<file path="src/rtl/sprite_pixel_pipe_if.sv">
// rtl/sprite_pixel_pipe_if.sv - scan, sprite-sheet ROM and pixel-out bundle for sprite_pixel_pipe
interface sprite_pixel_pipe_if #(
    parameter int ADDR_W  = 15,
    parameter int COLOR_W = 16
);
    logic [9:0]         col;
    logic [8:0]         row;
    logic               frame_start;
    logic [ADDR_W-1:0]  rom_addr;
    logic [COLOR_W-1:0] rom_data;
    logic [COLOR_W-1:0] color;
    logic               opaque;

    modport master (
        input  col, row, frame_start, rom_data,
        output rom_addr, color, opaque
    );

    modport slave (
        output col, row, frame_start, rom_data,
        input  rom_addr, color, opaque
    );
endinterface

</file>
<file path="src/rtl/sprite_pixel_pipe.sv">
// rtl/sprite_pixel_pipe.sv - sprite-sheet pixel fetcher with mirroring and frame-latched animation
module sprite_pixel_pipe #(
    parameter int                 SPR_W       = 34,
    parameter int                 SPR_H       = 36,
    parameter int                 NFRAMES     = 16,
    parameter int                 FRAME_BITS  = 4,
    parameter int                 ADDR_W      = 15,
    parameter int                 COLOR_W     = 16,
    parameter logic [COLOR_W-1:0] TRANSPARENT = 16'hffff,
    parameter int                 ANIM_DIV    = 8
) (
    input  logic                  clk,
    input  logic                  rst_n,
    sprite_pixel_pipe_if.master   bus,
    input  logic [9:0]            posx,
    input  logic [8:0]            posy,
    input  logic [FRAME_BITS-1:0] frame_req,
    input  logic [FRAME_BITS-1:0] anim_last,
    input  logic                  anim_en,
    input  logic                  mirror
);
    localparam int CNT_W = (ANIM_DIV > 1) ? $clog2(ANIM_DIV) : 1;
    localparam logic [ADDR_W-1:0]     FRAME_SZ  = ADDR_W'(SPR_W * SPR_H);
    localparam logic [ADDR_W-1:0]     SPR_W_A   = ADDR_W'(SPR_W);
    localparam logic [FRAME_BITS-1:0] LAST_FRM  = FRAME_BITS'(NFRAMES - 1);
    localparam logic [CNT_W-1:0]      CNT_LAST  = CNT_W'(ANIM_DIV - 1);

    logic [FRAME_BITS-1:0] active_frame, base_q;
    logic                  mirror_q;
    logic [CNT_W-1:0]      anim_cnt;
    logic                  hit1, hit2;

    logic [FRAME_BITS-1:0] fr_s, al_s;
    logic [FRAME_BITS-1:0] nxt_frame, nxt_base;
    logic [CNT_W-1:0]      nxt_cnt;

    // Out-of-range frame indices fall back to frame 0.
    always_comb begin
        fr_s = (32'(frame_req) < NFRAMES) ? frame_req : '0;
        al_s = (32'(anim_last) < NFRAMES) ? anim_last : '0;
    end

    always_comb begin
        nxt_frame = active_frame;
        nxt_base  = base_q;
        nxt_cnt   = anim_cnt;
        if (!anim_en || (fr_s != base_q)) begin
            nxt_frame = fr_s;
            nxt_base  = fr_s;
            nxt_cnt   = '0;
        end else if (anim_cnt == CNT_LAST) begin
            nxt_cnt = '0;
            if ((active_frame == al_s) || (active_frame == LAST_FRM))
                nxt_frame = fr_s;
            else
                nxt_frame = active_frame + 1'b1;
        end else begin
            nxt_cnt = anim_cnt + 1'b1;
        end
    end

    always_ff @(posedge clk or negedge rst_n) begin
        if (!rst_n) begin
            active_frame <= '0;
            base_q       <= '0;
            mirror_q     <= 1'b0;
            anim_cnt     <= '0;
        end else if (bus.frame_start) begin
            active_frame <= nxt_frame;
            base_q       <= nxt_base;
            mirror_q     <= mirror;
            anim_cnt     <= nxt_cnt;
        end
    end

    // Pixels issued on the frame_start cycle already see the new frame state.
    logic [FRAME_BITS-1:0] eff_frame;
    logic                  eff_mirror;
    always_comb begin
        eff_frame  = bus.frame_start ? nxt_frame : active_frame;
        eff_mirror = bus.frame_start ? mirror    : mirror_q;
    end

    // Extended-width bounds so a sprite at the right/bottom edge clips instead of wrapping.
    logic [10:0]       x_end;
    logic [9:0]        y_end;
    logic              hit;
    logic [9:0]        lx_raw, lx;
    logic [8:0]        ly;
    logic [ADDR_W-1:0] addr_c;

    always_comb begin
        x_end  = {1'b0, posx} + 11'(SPR_W);
        y_end  = {1'b0, posy} + 10'(SPR_H);
        hit    = (bus.col >= posx) && ({1'b0, bus.col} < x_end) &&
                 (bus.row >= posy) && ({1'b0, bus.row} < y_end);
        lx_raw = bus.col - posx;
        lx     = eff_mirror ? (10'(SPR_W - 1) - lx_raw) : lx_raw;
        ly     = bus.row - posy;
        addr_c = ADDR_W'(eff_frame) * FRAME_SZ + ADDR_W'(ly) * SPR_W_A + ADDR_W'(lx);
    end

    always_ff @(posedge clk or negedge rst_n) begin
        if (!rst_n) begin
            bus.rom_addr <= '0;
            hit1         <= 1'b0;
            hit2         <= 1'b0;
            bus.color    <= TRANSPARENT;
            bus.opaque   <= 1'b0;
        end else begin
            if (hit)
                bus.rom_addr <= addr_c;
            hit1       <= hit;
            hit2       <= hit1;
            bus.color  <= hit2 ? bus.rom_data : TRANSPARENT;
            bus.opaque <= hit2 && (bus.rom_data != TRANSPARENT);
        end
    end
endmodule

</file>
<file path="src/flat_wrapper.sv">
// flat-port wrapper written by rule: the top's interface ports become plain ports
module sprite_pixel_pipe_flat 
#(
    parameter int                 SPR_W       = 34,
    parameter int                 SPR_H       = 36,
    parameter int                 NFRAMES     = 16,
    parameter int                 FRAME_BITS  = 4,
    parameter int                 ADDR_W      = 15,
    parameter int                 COLOR_W     = 16,
    parameter logic [COLOR_W-1:0] TRANSPARENT = 16'hffff,
    parameter int                 ANIM_DIV    = 8
)
  (clk, rst_n, posx, posy, frame_req, anim_last, anim_en, mirror, bus_col, bus_row, bus_frame_start, bus_rom_data, bus_rom_addr, bus_color, bus_opaque);
  sprite_pixel_pipe_if #(.ADDR_W(ADDR_W), .COLOR_W(COLOR_W)) bus_i ();
  input  logic clk;
  input  logic rst_n;
  input  logic [9:0] posx;
  input  logic [8:0] posy;
  input  logic [FRAME_BITS-1:0] frame_req;
  input  logic [FRAME_BITS-1:0] anim_last;
  input  logic anim_en;
  input  logic mirror;
  input wire logic [$bits(bus_i.col)-1:0] bus_col;
  input wire logic [$bits(bus_i.row)-1:0] bus_row;
  input wire logic [$bits(bus_i.frame_start)-1:0] bus_frame_start;
  input wire logic [$bits(bus_i.rom_data)-1:0] bus_rom_data;
  output wire logic [$bits(bus_i.rom_addr)-1:0] bus_rom_addr;
  output wire logic [$bits(bus_i.color)-1:0] bus_color;
  output wire logic [$bits(bus_i.opaque)-1:0] bus_opaque;
  assign bus_i.col = bus_col;
  assign bus_i.row = bus_row;
  assign bus_i.frame_start = bus_frame_start;
  assign bus_i.rom_data = bus_rom_data;
  assign bus_rom_addr = bus_i.rom_addr;
  assign bus_color = bus_i.color;
  assign bus_opaque = bus_i.opaque;
  sprite_pixel_pipe #(.SPR_W(SPR_W), .SPR_H(SPR_H), .NFRAMES(NFRAMES), .FRAME_BITS(FRAME_BITS), .ADDR_W(ADDR_W), .COLOR_W(COLOR_W), .TRANSPARENT(TRANSPARENT), .ANIM_DIV(ANIM_DIV)) u_core (.clk(clk), .rst_n(rst_n), .bus(bus_i), .posx(posx), .posy(posy), .frame_req(frame_req), .anim_last(anim_last), .anim_en(anim_en), .mirror(mirror));
endmodule
</file>
<file path="config.mk">
export PLATFORM = sky130hd
export DESIGN_NAME = sprite_pixel_pipe_flat
export DESIGN_NICKNAME = d
export VERILOG_FILES = /design/src/rtl/sprite_pixel_pipe_if.sv /design/src/rtl/sprite_pixel_pipe.sv /design/src/flat_wrapper.sv
export SDC_FILE = /design/constraint.sdc
export NUM_CORES = 1
export LEC_CHECK = 0
export BUFFER_PORTS_ARGS = -buffer_cell sky130_fd_sc_hd__buf_2
export CORE_MARGIN = 2
export CORE_UTILIZATION = 25
export DETAILED_ROUTE_END_ITERATION = 8
export PLACE_DENSITY = 0.43
export SYNTH_ARGS = -nofsm -noshare
export SYNTH_HDL_FRONTEND = slang
export SYNTH_SLANG_ARGS = --single-unit
</file>
<file path="constraint.sdc">
create_clock -name clk -period 9.6 [get_ports clk]
set_clock_uncertainty 0.1 [all_clocks]
set_input_delay 0 -clock clk [delete_from_list [all_inputs] [get_ports clk]]
set_output_delay 0 -clock clk [all_outputs]
set_load 0.005 [all_outputs]
</file>
==> metrics.cfg <==
[synthesis]
synthFlopType = dfrtp_1
ys_seq_area_share_pct = 23.3
ys_async_sr_fraction_pct = 100
post_synth_num_cell_types = 65
synth_cells = 529
syn_area_per_cell_um2 = 9.50
syn_area_um2 = 5020
synth-edff-count = 0
ys_seq_elements = 46
syn-num-nets = 688
yosysWarnings = 0

[grt]
grt.total_usage_pct = 11.6
first_global_vias = 4350
grt_pass1_wl_um = 20700
grt_overflow_total = 0
grt_max_degree = 47
antenna_found_initial = 0

[clock_tree]
cts_tree = done
clk_latency_ns = 0.29
postCtsSetupBuffers = 0
cts-root-buf = clkbuf_16
clockBufferDepth = 2
h-tree-depth = 2
clock-sinks = 46
numCtsBuffers = 5
clk_pin_slew_worst_paths_ns = 0.07

[floorplanning]
die_h_um = 146
start_util_pct = 25.6
num_rows = 51
ios = 99
core-area_um2 = 19600
fp.dieW_um = 146
die-area_um2 = 21200

[setup_path]
critPathMaxFanout = 6
critPathLaunchType = register
cp.arrival_ns = 5.42
r2r_slack_ns = 4.26
endpoint_kind = register
cp.required_ns = 9.68
crit_type = register to register

[sta]
hold_violations = 0
worstMarginPinSlew_ns = 1.04
final.period_utilization_pct = 55.6
rsz0062_at_grt = false
slew_viol_final = 0
fmax_ghz = 0.187
relSlewSlack_pct = 30.9
finalSetupViolCount = 0
tns_ns = 0
fin_crit_ns = 5.34

[pwr]
p_leak_nw = 2.95
power_density_nw_per_um2 = 233
ir_worst_vdd_mv = 0.0939

[layout]
layout-drive-gt1-share_pct = 24.0
diodes = 0
layout_common_cells = buf_2, ha_1, inv_1
instances_no_fill = 916
final_nets = 809
layout_commonest_cell = buf_2
area_growth_pct = 22.8

[drt]
dr.pass1.iters = 4
drt_iter0_drc = 136
wl_per_cell_um = 12.9
ant_nets = 0
routed_via_density = 4.45
drc = 0
routed_wl_um = 11800
vias = 4080

[placement]
gp_congestion = 0.809
portBuffers = 98
dpl.hpwl_um = 9870
dp_cells = 887

[run_status]
status = finished clean

[flow_run]
cap_violations = 0

[hold_path]
hold_class = primary input to register

==> critical path, stage by stage, from the launching register on <==
cell and delay, ns:
dfrtp_1 0.45, xor2_1 0.19, nor4_2 0.35, a31oi_1 0.15, nand2_1 0.13, o22ai_1 0.08, o2bb2ai_1 0.16, a21oi_1 0.35
ha_1 0.31, ha_1 0.23, fa_1 0.41, xnor2_1 0.18, fa_1 0.51, inv_1 0.04, ha_1 0.36, and3_1 0.17
a221o_1 0.33, a31oi_1 0.21, xnor3_1 0.23, mux2_2 0.26
==> path summary, 6_finish.rpt <==
path,end,cells after the start,from
hold reg to reg,u_core.hit2$_DFF_PN0_,0,u_core.hit1$_DFF_PN0_
hold / removal,u_core.anim_cnt[1]$_DFFE_PN0P_,3,bus_frame_start
setup reg to reg,u_core.bus.rom_addr[14]$_DFFE_PN0P_,19,u_core.active_frame[0]$_DFF_PN0_
min in group asynchronous,u_core.active_frame[2]$_DFF_PN0_,2,rst_n
max in group asynchronous,u_core.bus.opaque$_DFF_PN0_,2,rst_n
setup / recovery,u_core.bus.rom_addr[14]$_DFFE_PN0P_,19,u_core.active_frame[0]$_DFF_PN0_
==> logic make-up after synthesis <==
logic type                 share of synthesized area, %
and+or+nand+nor                                    12.8
AOI/OAI and AO/OA                                  16.6
DFF                                                23.3
muxes                                              6.08
xor gates and xnor gates                           11.1
buffers and inverters                              5.48
adders and majority gates                          24.7
==> area by class of cell <==
class                      count  area [µm²]
sequential                    46        1170
clock inverter                 3        22.5
multi-input combinational    414        3580
fill                        2074       13400
clock buffer                   5         125
inverter                      64         240
tap                          265         332
timing repair buffer         119         701
==> what timing repair did <==
item / CTS / global route
setup endpoints to repair: 0 / 0
resized for setup: 0 / 0
hold buffers: 21 / 0
endpoints found under the hold margin: 51 / 0
==> layer usage <==
metal,up-vias,wire length [µm],global-route usage (%)
li1,2103,-,-
met1,1868,5900,15.8
met2,102,5390,19.7
met3,7,429,1.25
met4,0,113,2.50
met5,-,0,0
==> cell usage after synthesis, types with 3 or more instances <==
cell type	number	share of area (%)
nand2_1	14	1.0
inv_1	64	4.8
xor2_1	17	3.0
dfstp_2	16	8.4
a31oi_1	8	1.0
mux2_2	12	2.7
nand3_1	10	1.0
a21oi_2	3	0.52
a21oi_1	21	2.1
a41oi_1	3	0.52
o21ai_1	3	0.30
xnor2_1	44	7.7
o21ai_0	23	2.3
clkbuf_1	4	0.30
dfrtp_1	30	15
nand4_1	7	0.87
ha_1	80	20
nor2_1	25	1.9
fa_1	12	4.8
o21a_1	13	1.9
nor2b_1	10	1.2
o22ai_1	3	0.37
a22o_1	3	0.52
nor3_1	10	1.0
o31ai_1	4	0.60
mux2i_1	5	1.0
mux2_4	8	2.4
and3_1	3	0.37
nand2b_1	20	2.5
a21o_1	11	1.6
==> report_power, final <==
part | switching, mW | total (mW) | internal [mW]
Sequential | 0.0239 | 0.260 | 0.237
Combinational | 0.513 | 1.00 | 0.490
Clock | 0.0788 | 0.176 | 0.0976
Total | 0.615 | 1.44 | 0.824
==> per-stage QoR <==
stage / area [µm²] / power (mW) / setup WS [ns] / util [%] / hold slack [ns]
CTS: 6170 / 1.46 / 4.24 / 31.5 / 0.0438
global placement: 5810 / 1.26 / 4.34 / 29.7 / 0.109
finish: 6170 / 1.44 / 4.26 / 31.5 / 0.0382
global route: 6170 / 1.61 / 3.81 / 31.5 / 0.0586
detailed placement: 5810 / 1.27 / 4.26 / 29.7 / 0.115
floorplan: 5020 / 1.04 / 4.72 / - / -0.396
==> sequential cells by signal (all words and copies together) (netlist names) <==
signal	cells
u_core.bus.color	16
u_core.bus.rom_addr	15
u_core.active_frame	4
u_core.base_q	4
u_core.anim_cnt	3
u_core.bus.opaque	1
u_core.hit1	1
u_core.hit2	1
u_core.mirror_q	1
Power figures use the tool's default switching activity.
